`config.mk`:
```
export PLATFORM = sky130hd
export DESIGN_NAME = uio_popcnt128
export DESIGN_NICKNAME = d
export VERILOG_FILES = /design/src/rtl/uio_prbs_checker_popcnt.sv
export SDC_FILE = /design/constraint.sdc
export NUM_CORES = 1
export LEC_CHECK = 0
export BUFFER_PORTS_ARGS = -buffer_cell sky130_fd_sc_hd__buf_2
export CORE_MARGIN = 4
export CORE_UTILIZATION = 36
export DETAILED_ROUTE_END_ITERATION = 8
export PLACE_DENSITY = 0.74
export SLEW_MARGIN = 20
export SYNTH_ARGS = -nofsm -noshare
export SYNTH_HDL_FRONTEND = slang
export SYNTH_SLANG_ARGS = --single-unit
```
`constraint.sdc`:
```
create_clock -name clk -period 0.8 [get_ports clk]
set_input_delay 0.24 -clock clk [delete_from_list [all_inputs] [get_ports clk]]
set_output_delay 0.24 -clock clk [all_outputs]
set_load 0.01 [all_outputs]
```
`src/rtl/uio_prbs_checker_popcnt.sv`:
```
// Registered 128-bit popcount, one cycle of latency; shared with the request-side
// PRBS generator self-test.
module uio_popcnt128 (
  input  logic         clk,
  input  logic         reset,
  input  logic [127:0] i_vec,
  output logic [7:0]   o_cnt
);

  logic [7:0] w_cnt;
  logic [7:0] r_cnt;

  always_comb begin
    w_cnt = '0;
    for (int unsigned i = 0; i < 128; i++) begin
      w_cnt = w_cnt + 8'(i_vec[i]);
    end
  end

  always_ff @(posedge clk or posedge reset) begin
    if (reset) begin
      r_cnt <= '0;
    end else begin
      r_cnt <= w_cnt;
    end
  end

  assign o_cnt = r_cnt;

endmodule

```
Yosys cells after proc, flatten, opt, wreduce, memory -nomap -nowiden. Cells that the tools add are included.

Output and inout bits: 8. Input port bits: 130. Logic and storage cells: 128. Flip-flop bits (word level): 8.

Add/subtract/negate cells: 127.

Operator list (number): adder 8 x 1 -> 8 bit (120); adder 7 x 1 -> 8 bit (1); adder 6 x 1 -> 7 bit (1); adder 5 x 1 -> 6 bit (1); adder 4 x 1 -> 5 bit (1); adder 3 x 1 -> 4 bit (1); adder 2 x 1 -> 3 bit (1); adder 1 x 1 -> 2 bit (1).

Longest topological paths before layout. Gate-level depths: netlist of the first run.

Word-level depth: 127. Gate-level depth with buffers: 26. Mapped depth without buffers: 26.

Worst setup path after synthesis of the first run. Ideal clock, no wire load.

Path type: in2reg. Start: input port i_vec[107]. End: register r_cnt[6], in the netlist o_cnt[6]. Stages on the path: 26. Data required time: 720 ps. Setup slack: -5886 ps. Arrival time: 6606 ps. Path buffers: 0. Library setup time: 80 ps. Cell sequence: inv_1 fa_1 inv_1 fa_1 inv_1 fa_1 inv_1 fa_1 inv_1 fa_1 inv_1 fa_1 inv_1 fa_1 inv_1 fa_1 inv_1 fa_1 fa_1 inv_1 ha_1 fa_1 a211oi_2 o21bai_1 a21oi_1 xnor2_1.

Cells in the longest elaborated chain, start to end: 21.

Ends and longest elaborated chain: start: declaration (RTL line 6) `input logic [127:0] i_vec,`; adder 8 x 1 -> 8 bit (21 in series) (RTL line 16) `w_cnt = w_cnt + 8'(i_vec[i]);`; via w_cnt[6] (RTL line 10) `logic [7:0] w_cnt;`; end signal: assignment (RTL line 24) `r_cnt <= w_cnt;`; end: declaration (RTL line 11) `logic [7:0] r_cnt;`.

The timed path passes the listed nets, and every way through them passes these cells.

Worst setup path after layout of the first run. Ends and elaborated chain as after synthesis.

==> flow_metrics.py, run 1 <==
metrics = {
    "run_status": {
        "status": "finished with violations",
        "violations": "negative setup slack",
    },
    "detailed_routing": {
        "route.detailed.drc": 0,
        "routed_wl_microns": 6790,
        "wire_per_inst_microns": 10.8,
        "vias": 2512,
        "drt_iter0_drc": 27,
        "first_pass_iters": 3,
        "antenna_left": 0,
        "viasPerCell": 4.01,
    },
    "worst_setup_path": {
        "endpoint_kind": "register",
        "critPathLaunchType": "input port",
        "crit_arrival_ps": 6770,
        "worstSetupStartpoint": "i_vec[107]",
        "crit_fanout": 3,
        "worstPathRequired_ps": 940,
        "cp-endpoint": "o_cnt[6]",
        "critPathKind": "input port to register",
    },
    "logic_synthesis": {
        "ys_types": 17,
        "synth_top_cell_area_share_pct": 63.8,
        "syn_inst": 341,
        "post-synth-top-area-cell": "fa_1",
        "yosys-top-cells-area": "fa_1 64%, inv_1 18%, ha_1 8.7%, dfrtp_1 5.6%, xnor2_1 0.73%",
        "synth_warnings": 0,
        "netlist_area_sq_mm": 0.00361,
        "syn_avg_cell_area_sq_um": 10.6,
        "seq_area_frac_synth_pct": 5.55,
        "synth_fp_nets": 611,
        "synth-seq-cells": 8,
    },
    "clocking": {
        "cts_tree": "yes",
        "numCtsBuffers": 3,
        "clockBufferDepth": 2,
        "clkTransAtPathRegs_ps": 40,
        "cts_root_buf": "clkbuf_8",
        "htreeDepth": 1,
        "clock-sinks": 8,
    },
    "timing": {
        "slew_headroom_pct": 88.9,
        "tns_ps": -45260,
        "final-hold-violation-count": 0,
        "clock.fmax_mhz": 151,
        "finalSetupViolCount": 16,
        "drv_slew": 0,
        "worst_slew_pin_slew_ps": 165,
        "period_share_pct": 829,
        "rsz0062_at_grt": "yes",
        "min_period_ps": 6630,
        "setup_ws_ps": -5830,
    },
    "grt": {
        "grt_max_degree": 9,
        "grt_pass1_wl_microns": 11900,
        "grt_pass1_vias": 2922,
        "grt.overflow.total": 0,
        "grt_use_total_pct": 12.5,
        "antenna_found_initial": 0,
    },
    "die": {
        "fp.dieW_microns": 108,
        "core_area_sq_mm": 0.00977,
        "io_pins": 138,
        "rows": 36,
        "die-area_sq_mm": 0.0117,
        "chipHeight_microns": 108,
        "start_util_pct": 36.9,
    },
    "layout": {
        "diodes": 0,
        "fill_cells": 913,
        "design_area_sq_mm": 0.00471,
        "area_growth_pct": 30.6,
        "drive_gt1_share_pct": 36.9,
        "largest_reg_flops": 8,
        "nNetsFinal": 765,
    },
    "min_path": {
        "worst_hold_path_type": "input port to register",
    },
    "placed_design": {
        "place_congestion": 0.741,
        "place_area_sq_mm": 0.00454,
        "numPortBuffers": 137,
        "post-dp-hpwl_microns": 6840,
    },
    "job": {
        "maxCapViolations": 0,
    },
}
layer usage:
layer / routed length [microns] / vias up / GRT usage [%]
met3: 409 / 8 / 2.03
met1: 2410 / 1226 / 14.7
met5: 0 / - / 0
met4: 89 / 0 / 1.35
li1: - / 1197 / -
met2: 3880 / 81 / 24.4
stage by stage:
step,std cells,worst slack [ps],utilization [%],hold slack [ps]
after CTS,624,-5890,47.3,271
after global routing,626,-6050,48.2,261
after global placement,618,-6040,46.4,179
after detailed placement,618,-6150,46.4,192
after floorplan,341,-5780,-,55.7
final,626,-5830,48.2,274
Yosys cell counts:
| cell type | count |
|---|---|
| a21o_2 | 1 |
| fa_1 | 115 |
| o21ai_1 | 1 |
| a211oi_2 | 1 |
| xnor2_1 | 3 |
| nand3_1 | 1 |
| a21oi_1 | 4 |
| a21o_1 | 2 |
| inv_1 | 173 |
| ha_1 | 25 |
| nor2_1 | 1 |
| xor2_1 | 2 |
| o21ai_0 | 1 |
| a31o_1 | 1 |
| o21bai_1 | 1 |
| nor2b_1 | 1 |
| dfrtp_1 | 8 |
cell families (layout without fill, tap and decap cells):
group / Yosys count / count (layout) / synth area share [%]
adder cells (fa/ha/maj): 140 / 140 / 72.5
AO/OA/AOI/OAI: 12 / 12 / 2.29
buffers and inverters: 173 / 325 / 18.0
XOR/XNOR: 5 / 5 / 1.21
flip-flops: 8 / 8 / 5.55
AND/OR/NAND/NOR: 3 / 3 / 0.416
repair_timing:
action                                  CTS  global route
endpoints found under the setup margin   16            24
hold endpoints to repair                  8             0
pin swaps                                 4            16
buffers inserted                          2             2
resized for setup                         8            26
hold buffers                              1             0
cell type report:
class	count	area [sq um]	area share [%]
Clock buffer	3	41.3	0.876
Inverter	173	661	14.0
Multi-Input combinational cell	160	2820	59.9
Sequential cell	8	200	4.25
Tap cell	133	166	3.53
Timing Repair Buffer	149	821	17.4
cells in the final DEF, fill, tap and decap left out, drive strengths merged:
| master | Yosys | final |
|---|---|---|
| inv | 173 | 172 |
| buf | 0 | 148 |
| fa | 115 | 115 |
| ha | 25 | 25 |
| dfrtp | 8 | 8 |
| a21oi | 4 | 4 |
| xnor2 | 3 | 3 |
| clkbuf | 0 | 3 |
| a21o | 3 | 3 |
| xor2 | 2 | 2 |
| o21ai | 2 | 2 |
| a211oi | 1 | 1 |
| o21bai | 1 | 1 |
| nand3 | 1 | 1 |
| a31o | 1 | 1 |
| nor2b | 1 | 1 |
| nor2 | 1 | 1 |
| clkinvlp | 0 | 1 |
| dlygate4sd3 | 0 | 1 |
worst min-delay path by stage:
stage             start       end  slack [ps]  depth (start not counted)
6_report       i_vec[2]  o_cnt[0]         270                          2
5_1_grt        i_vec[2]  o_cnt[0]         260                          2
4_1_cts        i_vec[2]  o_cnt[0]         270                          2
3_5_place_dp      reset  o_cnt[1]         190                          2
3_3_place_gp      reset  o_cnt[1]         180                          2
2_1_floorplan     reset  o_cnt[0]          60                          1
worst max-delay path, cell delays in order:
cell	delay (ps)
buf_6	90
inv_8	30
fa_1	540
inv_2	40
fa_1	490
inv_1	60
fa_2	520
inv_1	50
fa_1	470
inv_1	50
fa_1	470
inv_1	50
fa_1	490
inv_1	50
fa_1	470
inv_1	50
fa_1	490
inv_2	40
fa_2	420
fa_1	500
inv_2	50
ha_4	150
fa_2	390
a211oi_2	200
o21bai_1	100
a21oi_1	150
xnor2_1	140
Power of run 1 is left out: the tool's default activity adds up to more than one toggle a clock period on the data nets, which glitch-free logic cannot reach.
==> run 2, diff against run 1 <==
--- a/config.mk
+++ b/config.mk
@@ -10,6 +10,7 @@
 export CORE_UTILIZATION = 36
 export DETAILED_ROUTE_END_ITERATION = 8
 export PLACE_DENSITY = 0.74
+export REMOVE_ABC_BUFFERS = 1
 export SLEW_MARGIN = 20
 export SYNTH_ARGS = -nofsm -noshare
 export SYNTH_HDL_FRONTEND = slang
==> run 2 against run 1 <==
Net effect:
- the run still ends with negative setup slack left
- global-route usage decreased by 0.52 points
- via count down 0.96%
- final area down 0.77%
- utilization decreased by 0.37 points
- sequential share of layout area about the same
- final cell count is 0.48% lower
- wire length down 0.93%
- non-clock buffer count shrank 3
- die area stayed put
- sequential cell count did not move
- count of clock-buffer cells in the layout is the same
- setup slack hardly changed
- critical endpoint unchanged
==> flow_metrics.py, run 2 (synthesis gave the netlist of run 1 again) <==
metrics = {
    "layout": {
        "final_cell_mix": "155 x inv_1, 133 x buf_2, 103 x fa_1, 23 x ha_1, 16 x inv_2",
        "largest_reg_flops": 8,
        "drive_gt1_share_pct": 37.8,
        "area_growth_pct": 29.6,
        "fin_util_pct": 47.8,
        "diodes": 0,
        "nNetsFinal": 762,
        "mostFrequentLayoutCell": "inv_1",
    },
    "grt": {
        "antenna_found_initial": 0,
        "grt_use_total_pct": 11.9,
        "grt.overflow.total": 0,
        "grt_max_degree": 9,
        "grt_pass1_wl_microns": 11400,
        "grt_pass1_vias": 2911,
    },
    "detailed_routing": {
        "wire_per_inst_microns": 10.8,
        "antenna_left": 0,
        "routed_wl_microns": 6730,
        "first_pass_iters": 2,
        "viasPerCell": 3.99,
        "route.detailed.drc": 0,
        "drt_iter0_drc": 31,
        "vias": 2488,
    },
    "min_path": {
        "hold_start": "i_vec[2]",
        "holdPathEnd": "o_cnt[0]",
        "worst_hold_path_type": "input port to register",
        "hold_path_depth": 2,
    },
    "clocking": {
        "clock-sinks": 8,
        "cts_root_buf": "clkbuf_8",
        "cts_tree": "yes",
        "clockBufferDepth": 2,
        "numCtsBuffers": 3,
        "htreeDepth": 1,
        "clkTransAtPathRegs_ps": 40,
    },
    "timing": {
        "final-hold-violation-count": 0,
        "finalSetupViolCount": 16,
        "setup_ws_ps": -5830,
        "min_period_ps": 6630,
        "worst_slew_pin_slew_ps": 174,
        "clock.fmax_mhz": 151,
        "slew_headroom_pct": 88.4,
        "rsz0062_at_grt": "yes",
        "drv_slew": 0,
        "period_share_pct": 829,
    },
    "worst_setup_path": {
        "crit_arrival_ps": 6780,
        "critPathLaunchType": "input port",
        "worstSetupStartpoint": "i_vec[59]",
        "worstPathRequired_ps": 940,
        "crit_fanout": 3,
        "critPathKind": "input port to register",
        "endpoint_kind": "register",
    },
    "die": {
        "core_area_sq_mm": 0.00977,
        "fp.dieW_microns": 108,
        "rows": 36,
        "io_pins": 138,
        "die-area_sq_mm": 0.0117,
        "start_util_pct": 36.9,
        "chipHeight_microns": 108,
    },
    "run_status": {
        "status": "finished with violations",
        "violations": "negative setup slack",
    },
    "job": {
        "maxCapViolations": 0,
    },
    "placed_design": {
        "place_congestion": 0.721,
        "post-dp-hpwl_microns": 6750,
        "numPortBuffers": 137,
    },
}
[run 2: cell count changes in the layout (fill, tap and decap cells not counted), sizes merged]
| cell | previous run | this run |
|---|---|---|
| buf | 148 | 145 |
[run 2: worst max-delay path by stage]
stage,to,cells after the start,slack [ps]
after floorplan,o_cnt[6],26,-5890
after global placement,o_cnt[6],27,-6080
after detailed placement,o_cnt[6],27,-6200
after CTS,o_cnt[6],25,-5840
after global routing,o_cnt[6],27,-6030
final,o_cnt[6],25,-5830
[run 2: area by class of cell]
cell class                      count  area [sq um]
Inverter                          173           656
Sequential cell                     8           200
Clock buffer                        3          41.3
Timing Repair Buffer              146           781
Tap cell                          133           166
Fill cell                         955          5100
Multi-Input combinational cell    160          2830
[run 2: worst max-delay path: stages]
cell and delay (ps):
buf_6 70, inv_2 30, fa_1 540, inv_2 40, fa_1 500, inv_1 50, fa_1 470, inv_1 50
fa_1 530, inv_1 60, fa_2 520, inv_2 40, fa_2 540, fa_2 450, fa_2 550, inv_2 40
fa_2 410, fa_1 510, inv_2 50, ha_4 150, fa_2 360, a211oi_2 190, o21bai_1 100, a21oi_1 160
xnor2_1 130
[run 2: metrics by stage]
step | hold slack, ps | worst slack (ps) | instance area, sq um | TNS (ps) | std cells
after global placement | 181 | -6080 | 4510 | -46690 | 618
final | 280 | -5830 | 4670 | -45300 | 623
after floorplan | 55.7 | -5890 | 3610 | -44300 | 341
after global routing | 265 | -6030 | 4670 | -46970 | 623
after detailed placement | 188 | -6200 | 4510 | -47300 | 618
after CTS | 272 | -5840 | 4610 | -45960 | 623
[run 2: what timing repair did]
action,CTS,global route
hold buffers,1,0
setup buffers,1,0
pin swaps,4,17
gates resized for setup,15,27
endpoints found under the hold margin,8,0
endpoints found under the setup margin,16,24
[run 2: layer usage]
metal	vias to the layer above	wire length, microns	track usage (%)
met2	69	3910	23.9
li1	1189	-	-
met4	0	13	0.812
met3	2	356	1.25
met1	1228	2450	14.3
met5	-	0	0
Power of run 2 is left out for the same reason.
